<file path="src/rtl/mult_accumulator.sv">
// mult_accumulator
//   Sums unsigned products from the upstream array multiplier into frames
//   (dot-product style) and presents each frame's sum, term count and
//   overflow flag on a registered valid/ready output. This block holds the
//   first register stage after the multiplier array.
//
// Ports:
//   clk, rst       single clock, synchronous active-high reset
//   in_valid/in_ready/in_product/in_last   product input beat stream
//   out_valid/out_ready                    result handshake
//   out_acc, out_count, out_overflow       frame sum, term count, overflow
//   busy           a frame is partially accumulated
//
// Build option:
//   MULT_ACCUMULATOR_SATURATE_EN  when defined, the accumulator clamps to
//                                 all-ones on overflow instead of wrapping.
module mult_accumulator #(
  parameter int BITS     = 64,
  parameter int ACC_BITS = 136,
  parameter int LEN_BITS = 8
) (
  input  logic                  clk,
  input  logic                  rst,
  input  logic                  in_valid,
  output logic                  in_ready,
  input  logic [2*BITS-1:0]     in_product,
  input  logic                  in_last,
  output logic                  out_valid,
  input  logic                  out_ready,
  output logic [ACC_BITS-1:0]   out_acc,
  output logic [LEN_BITS-1:0]   out_count,
  output logic                  out_overflow,
  output logic                  busy
);

  typedef enum logic {IDLE, ACCUM} state_t;

  state_t state, next_state;

  logic [ACC_BITS-1:0] acc;
  logic [LEN_BITS-1:0] count;
  logic                ovf;

  logic                accept;
  logic                close;
  logic [ACC_BITS-1:0] base_acc;
  logic [LEN_BITS-1:0] base_count;
  logic                base_ovf;
  logic [ACC_BITS:0]   sum;
  logic [ACC_BITS-1:0] new_acc;
  logic [LEN_BITS-1:0] new_count;
  logic                new_ovf;

  assign in_ready = !out_valid || out_ready;
  assign accept   = in_valid && in_ready;
  assign busy     = (state == ACCUM);

  // A beat in IDLE starts a fresh frame, so it adds to zero rather than
  // to whatever is held in acc.
  always_comb begin
    base_acc   = (state == IDLE) ? '0 : acc;
    base_count = (state == IDLE) ? '0 : count;
    base_ovf   = (state == IDLE) ? 1'b0 : ovf;
    sum        = {1'b0, base_acc} + {{(ACC_BITS + 1 - 2*BITS){1'b0}}, in_product};
    new_ovf    = base_ovf | sum[ACC_BITS];
`ifdef MULT_ACCUMULATOR_SATURATE_EN
    // Once overflow has occurred the sum stays pinned at full scale.
    new_acc    = new_ovf ? '1 : sum[ACC_BITS-1:0];
`else
    new_acc    = sum[ACC_BITS-1:0];
`endif
    new_count  = base_count + 1'b1;
    close      = in_last || (new_count == '1);
  end

  always_comb begin
    next_state = state;
    if (accept) begin
      next_state = close ? IDLE : ACCUM;
    end
  end

  always_ff @(posedge clk) begin
    if (rst) begin
      state <= IDLE;
    end else begin
      state <= next_state;
    end
  end

  always_ff @(posedge clk) begin
    if (rst) begin
      acc   <= '0;
      count <= '0;
      ovf   <= 1'b0;
    end else if (accept) begin
      if (close) begin
        acc   <= '0;
        count <= '0;
        ovf   <= 1'b0;
      end else begin
        acc   <= new_acc;
        count <= new_count;
        ovf   <= new_ovf;
      end
    end
  end

  // A closing beat has priority over a plain handshake: when both happen
  // in one cycle the register reloads and out_valid stays high.
  always_ff @(posedge clk) begin
    if (rst) begin
      out_valid    <= 1'b0;
      out_acc      <= '0;
      out_count    <= '0;
      out_overflow <= 1'b0;
    end else if (accept && close) begin
      out_valid    <= 1'b1;
      out_acc      <= new_acc;
      out_count    <= new_count;
      out_overflow <= new_ovf;
    end else if (out_valid && out_ready) begin
      out_valid    <= 1'b0;
    end
  end

endmodule

</file>
<file path="config.mk">
export PLATFORM = sky130hd
export DESIGN_NAME = mult_accumulator
export DESIGN_NICKNAME = d
export VERILOG_FILES = /design/src/rtl/mult_accumulator.sv
export SDC_FILE = /design/constraint.sdc
export NUM_CORES = 1
export LEC_CHECK = 0
export CAP_MARGIN = 20
export CORE_UTILIZATION = 40
export DETAILED_ROUTE_END_ITERATION = 10
export SYNTH_ARGS = -nofsm -noshare
export SYNTH_HDL_FRONTEND = slang
export SYNTH_SLANG_ARGS = --single-unit
</file>
<file path="constraint.sdc">
create_clock -name clk -period 4.9 [get_ports clk]
set_clock_uncertainty 0.05 [all_clocks]
set_input_delay 1.225 -clock clk [delete_from_list [all_inputs] [get_ports clk]]
set_output_delay 1.225 -clock clk [all_outputs]
set_load 0.02 [all_outputs]
</file>
==> summary.md, run 1 <==
| Metric | Value |
|---|---|
| Status | completed |
| GP Congestion | around 0.96 |
| Die span in x | 228 um |
| Post-synth EDFFs | 0 |
| Crit path launch type | input pin |
| DIE AREA | slightly above 50,000 um^2 |
| Slew headroom | a little over a third |
| # IOs | approximately 280 |
| DRC | 0 |
| N_diodes | 0 |
| Setup TNS | 0 ns |
| Clock Latency Late Sink | 0.57 ns |
| Worst path max stage delay | around 0.46 ns |
| DR pass1 iterations | 7 |
| Tot Pwr | about 6.6 mW |
| Count leader, synth | nand2_1 |
| PostCTS Resize Cnt | 0 |
| Worst Path Required | ~5.3 ns |
| # rows | between 80 and 90 |
| Leakage power | 11.2 nW |
| P&R area growth vs syn | 31.6% |
| Cells after Synth | roughly 2.7k |
| Commonest cells in the netlist | nand2_1 (436), a21oi_1 (344), dfxtp_1 (292) |
| Initial DRC Count | about 1.8k |
| Clock period minus worst slack | ~4.7 ns |
| # Max-Cap Violations | 0 |
| CP Max Fanout | 5 |
| Initial antenna violation count | 0 |
| Highest-delay cell along the critical path | a311o_1 |
| Layout cells sized above 1 | roughly an eighth |
| DR WL/cell | about 20 um |
| Critical-path cell list | clkdlybuf4s50_1, ha_1, a211oi_1, o21bai_1, o21ai_0, a211oi_2, nor2_1, o32ai_1, a311o_1, a21oi_1, o21ai_0, nor4b_1, a311o_1 |
| Final setup margin | about 0.23 ns |
| Final setup viols | 0 |
| Slew Viols, Final | 0 |
| Final Hold Viols | 0 |
| Avg Cell Area, Syn | approximately 7.4 um^2 |
| Total via count in the routed design | about 22k |
| Area of the multi-input gates | between 10,000 and 15,000 um^2 |
| Hold Path Class | reg2reg |
| Area fraction in compound gates after synthesis | 27.1% |
| Worst EP arrival | 5.06 ns |
| Synth unique cells | 86 |
| Synth Area in Simple Gates | roughly 25% |
| Multiplexer area fraction after synthesis | less than 1% |
| Root buffer cell | clkbuf_16 |
| Synth Net Count | between 3k and 4k |
| Post-synth top flop | dfxtp_1 |
| Vias in the first global route | between 20k and 25k |
| Setup CP Type | in2reg |
| Post-synth top area share | about 29% |
| Initial Util | ~41% |
| CTS Buf Count | 36 |
| Fill cell count | slightly below 5k |
| Post-CTS Setup Bufs | 0 |
| First-pass GRT wire length | about 120 mm |
| Largest cells by area after synthesis | dfxtp_1 (29%), a21oi_1 (8.5%), nand2_1 (8.0%) |
| WP buf/inv | 1 |
| Post-synthesis xor/xnor area fraction | between 5 and 6% |
| Final non-filler cell area | approximately 27,000 um^2 |
| Post-synthesis sequential area ratio | about 29% |
| CTS max path bufs | 3 |
| Largest family of logic cells by synthesized area | compound AO/OA/AOI/OAI gates |
| Post-synthesis cell area | about 20,000 um^2 |
| Buffers on Ports | 280 |
| Post-synth ARST share | 0% |
| Htree depth | 2 |
| FMAX | 0.214 GHz |
| Fin crit share | 95.4% |
| Least-Margin Pin Slew | slightly below 1 ns |
| Clk slew on worst S/H paths | ~0.06 ns |
| Die H | between 200 and 250 um |
| Reg-to-reg slack, setup | around 0.33 ns |
| Detail Route Antenna Nets | 0 |
| Synth Area in Adders | 8.08% |
| Synth area leader | dfxtp_1 |
| Pre-CTS setup slack | -0.308 ns |
| Via density | 5.67 |
| Core Util, Final | 53.4% |
| Hold_buf cts | 0 |
| Placement Cell Area | about 26,000 um^2 |
| CTS tree | yes |
| RSZ-0062 raised after global routing | false |
| Yosys reg bits | roughly 290 |
| Fin nets | about 3.4k |
| Top delay family on crit path | compound AO/OA/AOI/OAI gates |
| Routed wire length | just under 80 mm |
| Grt ovf | 0 |
| Ys Warns | 0 |
| Power density cells | between 200 and 250 nW/um^2 |
| Core box area | 50,200 um^2 |
| Gr usage total | between 20 and 30% |
| Worst VDD drop | 0.210 mV |
| Register area | around 5800 um^2 |
| Critical path endpoint category | flop |
| Largest net degree at the start of global routing | 89 |
| CTS Sinks | approximately 300 |
| DP HPWL | between 50 and 60 mm |
-- state kept, by name (all words and copies together), names as in the netlist --
signal,cells
acc,136
out_acc,136
count,8
out_count,8
busy,1
out_overflow,1
out_valid,1
ovf,1
-- metrics by stage --
stage | instances | hold slack, ns
2_1_floorplan | 2741 | 0.367
3_3_place_gp | 3800 | 0.378
3_5_place_dp | 3800 | 0.385
4_1_cts | 3864 | 0.395
5_1_grt | 3864 | 0.411
6_report | 3864 | 0.398
-- area by class of cell --
cell class,count,area share [%]
clock buffers,51,3.95
clock inverters,13,0.616
inverters,52,0.728
multi-input cells,2204,50.7
flip-flops and latches,292,21.8
well taps,672,3.14
repair buffers,580,19.0
-- power breakdown --
part           internal, mW  switching (mW)
logic                 0.519           0.702
registers              2.48          0.0645
clock network          1.67            1.13
total                  4.67            1.90
-- final timing paths --
kind	from	to	cells after the start
worst max register to register	busy$_SDFFE_PP0P_	out_acc[113]$_SDFFE_PP0P_	14
worst min register to register	acc[2]$_SDFFE_PP0P_	acc[2]$_SDFFE_PP0P_	2
worst min-delay path	acc[2]$_SDFFE_PP0P_	acc[2]$_SDFFE_PP0P_	2
worst max-delay path	in_product[4]	out_acc[113]$_SDFFE_PP0P_	13
-- logic make-up (layout without fill, tap and decap cells) --
group / Yosys count / in the layout
buffers and inverters: 245 / 696
multiplexers: 4 / 4
XOR/XNOR: 136 / 136
AO/OA/AOI/OAI: 863 / 863
flip-flops: 292 / 292
adder cells (fa/ha/maj): 131 / 131
AND/OR/NAND/NOR: 1070 / 1070
-- metal layers --
metal	track usage (%)	wire, um	vias up
li1	-	-	10700
met3	3.21	4330	91
met2	45.7	33700	712
met5	0	0	-
met1	42.4	37000	10400
met4	8.31	1850	0
-- layout by cell type, fill, tap and decap left out, types with 80 or more instances in the layout --
cell type | netlist | layout
nand2_1 | 436 | 435
a21oi_1 | 344 | 344
buf_4 | 9 | 297
dfxtp_1 | 292 | 291
clkdlybuf4s50_1 | 0 | 279
nor2_1 | 192 | 189
o21ai_0 | 143 | 143
and2_1 | 141 | 140
ha_1 | 130 | 130
xnor2_1 | 84 | 84
nand4_1 | 80 | 80
-- tightest hold or removal path, stage by stage (launching register included) --
cell	delay [ns]
dfxtp_1	0.30
nand2_1	0.05
a21oi_1	0.05
(Power assumes the default switching activity.)
==> run 2, diff against run 1 <==
--- a/config.mk
+++ b/config.mk
@@ -8,6 +8,7 @@
 export CAP_MARGIN = 20
 export CORE_UTILIZATION = 40
 export DETAILED_ROUTE_END_ITERATION = 10
+export GPL_TIMING_DRIVEN = 0
 export SYNTH_ARGS = -nofsm -noshare
 export SYNTH_HDL_FRONTEND = slang
 export SYNTH_SLANG_ARGS = --single-unit
==> summary.md, run 2 (synthesis gave the netlist of run 1 again) <==
| Metric | Value |
|---|---|
| Least-Margin Pin Slew | 1.14 ns (+0.169 ns) |
| Slew Viols, Final | 0 (unchanged) |
| P&R area growth vs syn | 27.1% |
| N_diodes | 0 (unchanged) |
| Worst VDD drop | 0.233 mV (+11%) |
| Top delay family on crit path | compound AO/OA/AOI/OAI gates |
| GP Congestion | 0.983 (+1.9%) |
| WP buf/inv | 5 (+4) |
| Hold Path Class | reg2reg |
| Hold_buf cts | 0 (unchanged) |
| Clock share of power | 44.8% (+2.1 points) |
| Routed wire length | 84.2 mm (+9.6%) |
| Htree depth | 2 (unchanged) |
| DRC | 0 (unchanged) |
| Placement Cell Area | 24,100 um^2 (-5.9%) |
| DP HPWL | 66.8 mm (+14%) |
| Root buffer cell | clkbuf_16 |
| Largest net degree at the start of global routing | 14 (-84%) |
| Most frequent CP cell | buf_4 |
| CTS tree | yes |
| First-pass GRT wire length | 127 mm (+6.4%) |
| Vias in the first global route | 21.1k (+0.89%) |
| CTS Buf Count | 37 (+2.8%) |
| Commonest cells after routing, fill and taps aside | nand2_1 (436), a21oi_1 (338), dfxtp_1 (291) |
| Fin nets | 3,340 (-2.6%) |
| Leakage power | 10.4 nW (-7.3%) |
| Worst path max stage delay | 0.41 ns (-0.05 ns) |
| Fill cell count | 4,994 (+2.5%) |
| DIE AREA | 51,800 um^2 (unchanged) |
| Setup TNS | 0 ns (unchanged) |
| Worst Path Required | 5.29 ns (about the same) |
| # rows | 82 (unchanged) |
| Fin crit share | 97.1% (+1.7 points) |
| Clk slew on worst S/H paths | 0.06 ns (about the same) |
| Tot Pwr | 6.79 mW (+3.3%) |
| # IOs | 281 (unchanged) |
| Worst EP arrival | 5.15 ns (+0.09 ns) |
| Core box area | 50,200 um^2 (unchanged) |
| Combinational share of power | 17.7% (-0.9 points) |
| NetSw | 1.96 mW (+3.0%) |
| CP Max Fanout | 10 (+5) |
| Initial Util | 40.6% (unchanged) |
| Critical-path cell list | buf_4, clkbuf_8, buf_4, and2_1, ha_1, fa_1, a21o_1, a221oi_4, nor3_2, o2111a_2, nor4_4, buf_4, a21oi_4, a31oi_4, o41ai_4, buf_4, a21o_1, nor4b_2, a311o_1 |
| Slew headroom | 23.8% (-11 points) |
| Clock period minus worst slack | 4.76 ns (+0.0826 ns) |
| DR pass1 iterations | 5 (-2) |
| Layout cells sized above 1 | 6.35% (-6.1 points) |
| Clock Latency Late Sink | 0.57 ns (about the same) |
| # Max-Cap Violations | 0 (unchanged) |
| Detail Route Antenna Nets | 0 (unchanged) |
| Final non-filler cell area | 25,900 um^2 (-3.4%) |
| Gr usage total | 32.1% (+2.8 points) |
| Final setup viols | 0 (unchanged) |
| Critical path endpoint category | flop |
| Highest-delay cell along the critical path | fa_1 |
| Power density cells | 262 nW/um^2 (+7.0%) |
| Setup CP Type | reg2reg |
| Final Hold Viols | 0 (unchanged) |
| Largest regs | acc x136, out_acc x136 |
| Die H | 228 um (unchanged) |
| Crit path launch type | flop |
| Status | completed |
| Internal power | 4.83 mW (+3.5%) |
| Seq pwr share | 37.5% (-1.2 points) |
| Switch share | 28.8% (-0.095 points) |
| Initial antenna violation count | 2 (+2) |
| Commonest non-fill, non-tap cell in the layout | nand2_1 |
| Initial DRC Count | 2,058 (+17%) |
| CTS Sinks | 292 (unchanged) |
| Buffers on Ports | 280 (unchanged) |
| Total via count in the routed design | 22.1k (+0.79%) |
| Die span in x | 228 um (unchanged) |
| CTS max path bufs | 3 (unchanged) |
| DR WL/cell | 22.3 um (+12%) |
| FMAX | 0.210 GHz (-1.7%) |
| Via density | 5.85 (+3.1%) |
| Grt ovf | 0 (unchanged) |
==> run 2: cell types whose count changed in the layout (fill, tap and decap cells not counted), moves of 5 or more <==
cell	delta
buf_4	-268
clkbuf_2	+20
a31oi_2	+5
a21oi_2	+6
buf_2	+11
o21ai_1	+6
o21ai_0	-9
clkbuf_1	+138
a21oi_1	-6
==> run 2: worst min-delay path, delay by kind of cell, from the launching register on <==
family,cells,cell delay [ns]
compound gates,1,0.05
flops,1,0.30
simple gates,1,0.05
==> run 2: worst paths after layout <==
path	slack, ns	depth (start not counted)	start	end
worst max register to register	0.14	19	busy$_SDFFE_PP0P_	out_acc[114]$_SDFFE_PP0P_
worst min-delay path	0.39	2	acc[126]$_SDFFE_PP0P_	acc[126]$_SDFFE_PP0P_
worst min register to register	0.39	2	acc[126]$_SDFFE_PP0P_	acc[126]$_SDFFE_PP0P_
worst max-delay path	0.14	19	busy$_SDFFE_PP0P_	out_acc[114]$_SDFFE_PP0P_
==> run 2: final cells by class <==
type | count | area (um^2) | share of cell area (%)
Clock inverter | 15 | 264 | 1.02
Clock buffer | 52 | 1070 | 4.15
Tap cell | 672 | 841 | 3.25
Timing Repair Buffer | 302 | 3000 | 11.6
Buffer | 187 | 821 | 3.17
Inverter | 52 | 195 | 0.754
Multi-Input combinational cell | 2204 | 13800 | 53.5
Sequential cell | 292 | 5850 | 22.6
==> run 2: metal layers <==
metal,track usage [%],share of wire (%),vias up
met2,49.7,43,859
met1,45.6,47,10600
met5,0,0,-
li1,-,-,10500
met3,4.19,6.6,139
met4,10.9,3.5,0
==> run 2: through the flow <==
| stage | std cells | util, % | hold WS [ns] | setup WS (ns) |
|---|---|---|---|---|
| final | 3776 | 51.6 | 0.394 | 0.144 |
| after global routing | 3776 | 51.6 | 0.418 | -0.00227 |
| after CTS | 3777 | 51.3 | 0.395 | 0.0419 |
| after detailed placement | 3697 | 48.0 | 0.384 | -2.10 |
| after global placement | 3693 | 47.9 | 0.380 | -2.12 |
| after floorplan | 2741 | - | 0.367 | 0.475 |
==> run 2: repair_timing <==
| item | CTS | global route |
|---|---|---|
| pin swaps | 10 | 6 |
| setup buffers | 14 | 4 |
| resized for setup | 63 | 58 |
| endpoints found under the setup margin | 291 | 187 |
==> run 2: power by group through the flow <==
stage                     Sequential (mW)  Combinational, mW  Clock [mW]
after global placement               2.59               1.16           0
final                                2.55               1.20        3.04
after CTS                            2.55               1.18        3.10
after detailed placement             2.60               1.17           0
after floorplan                      2.65              0.582           0
after global routing                 2.56               1.30        3.19
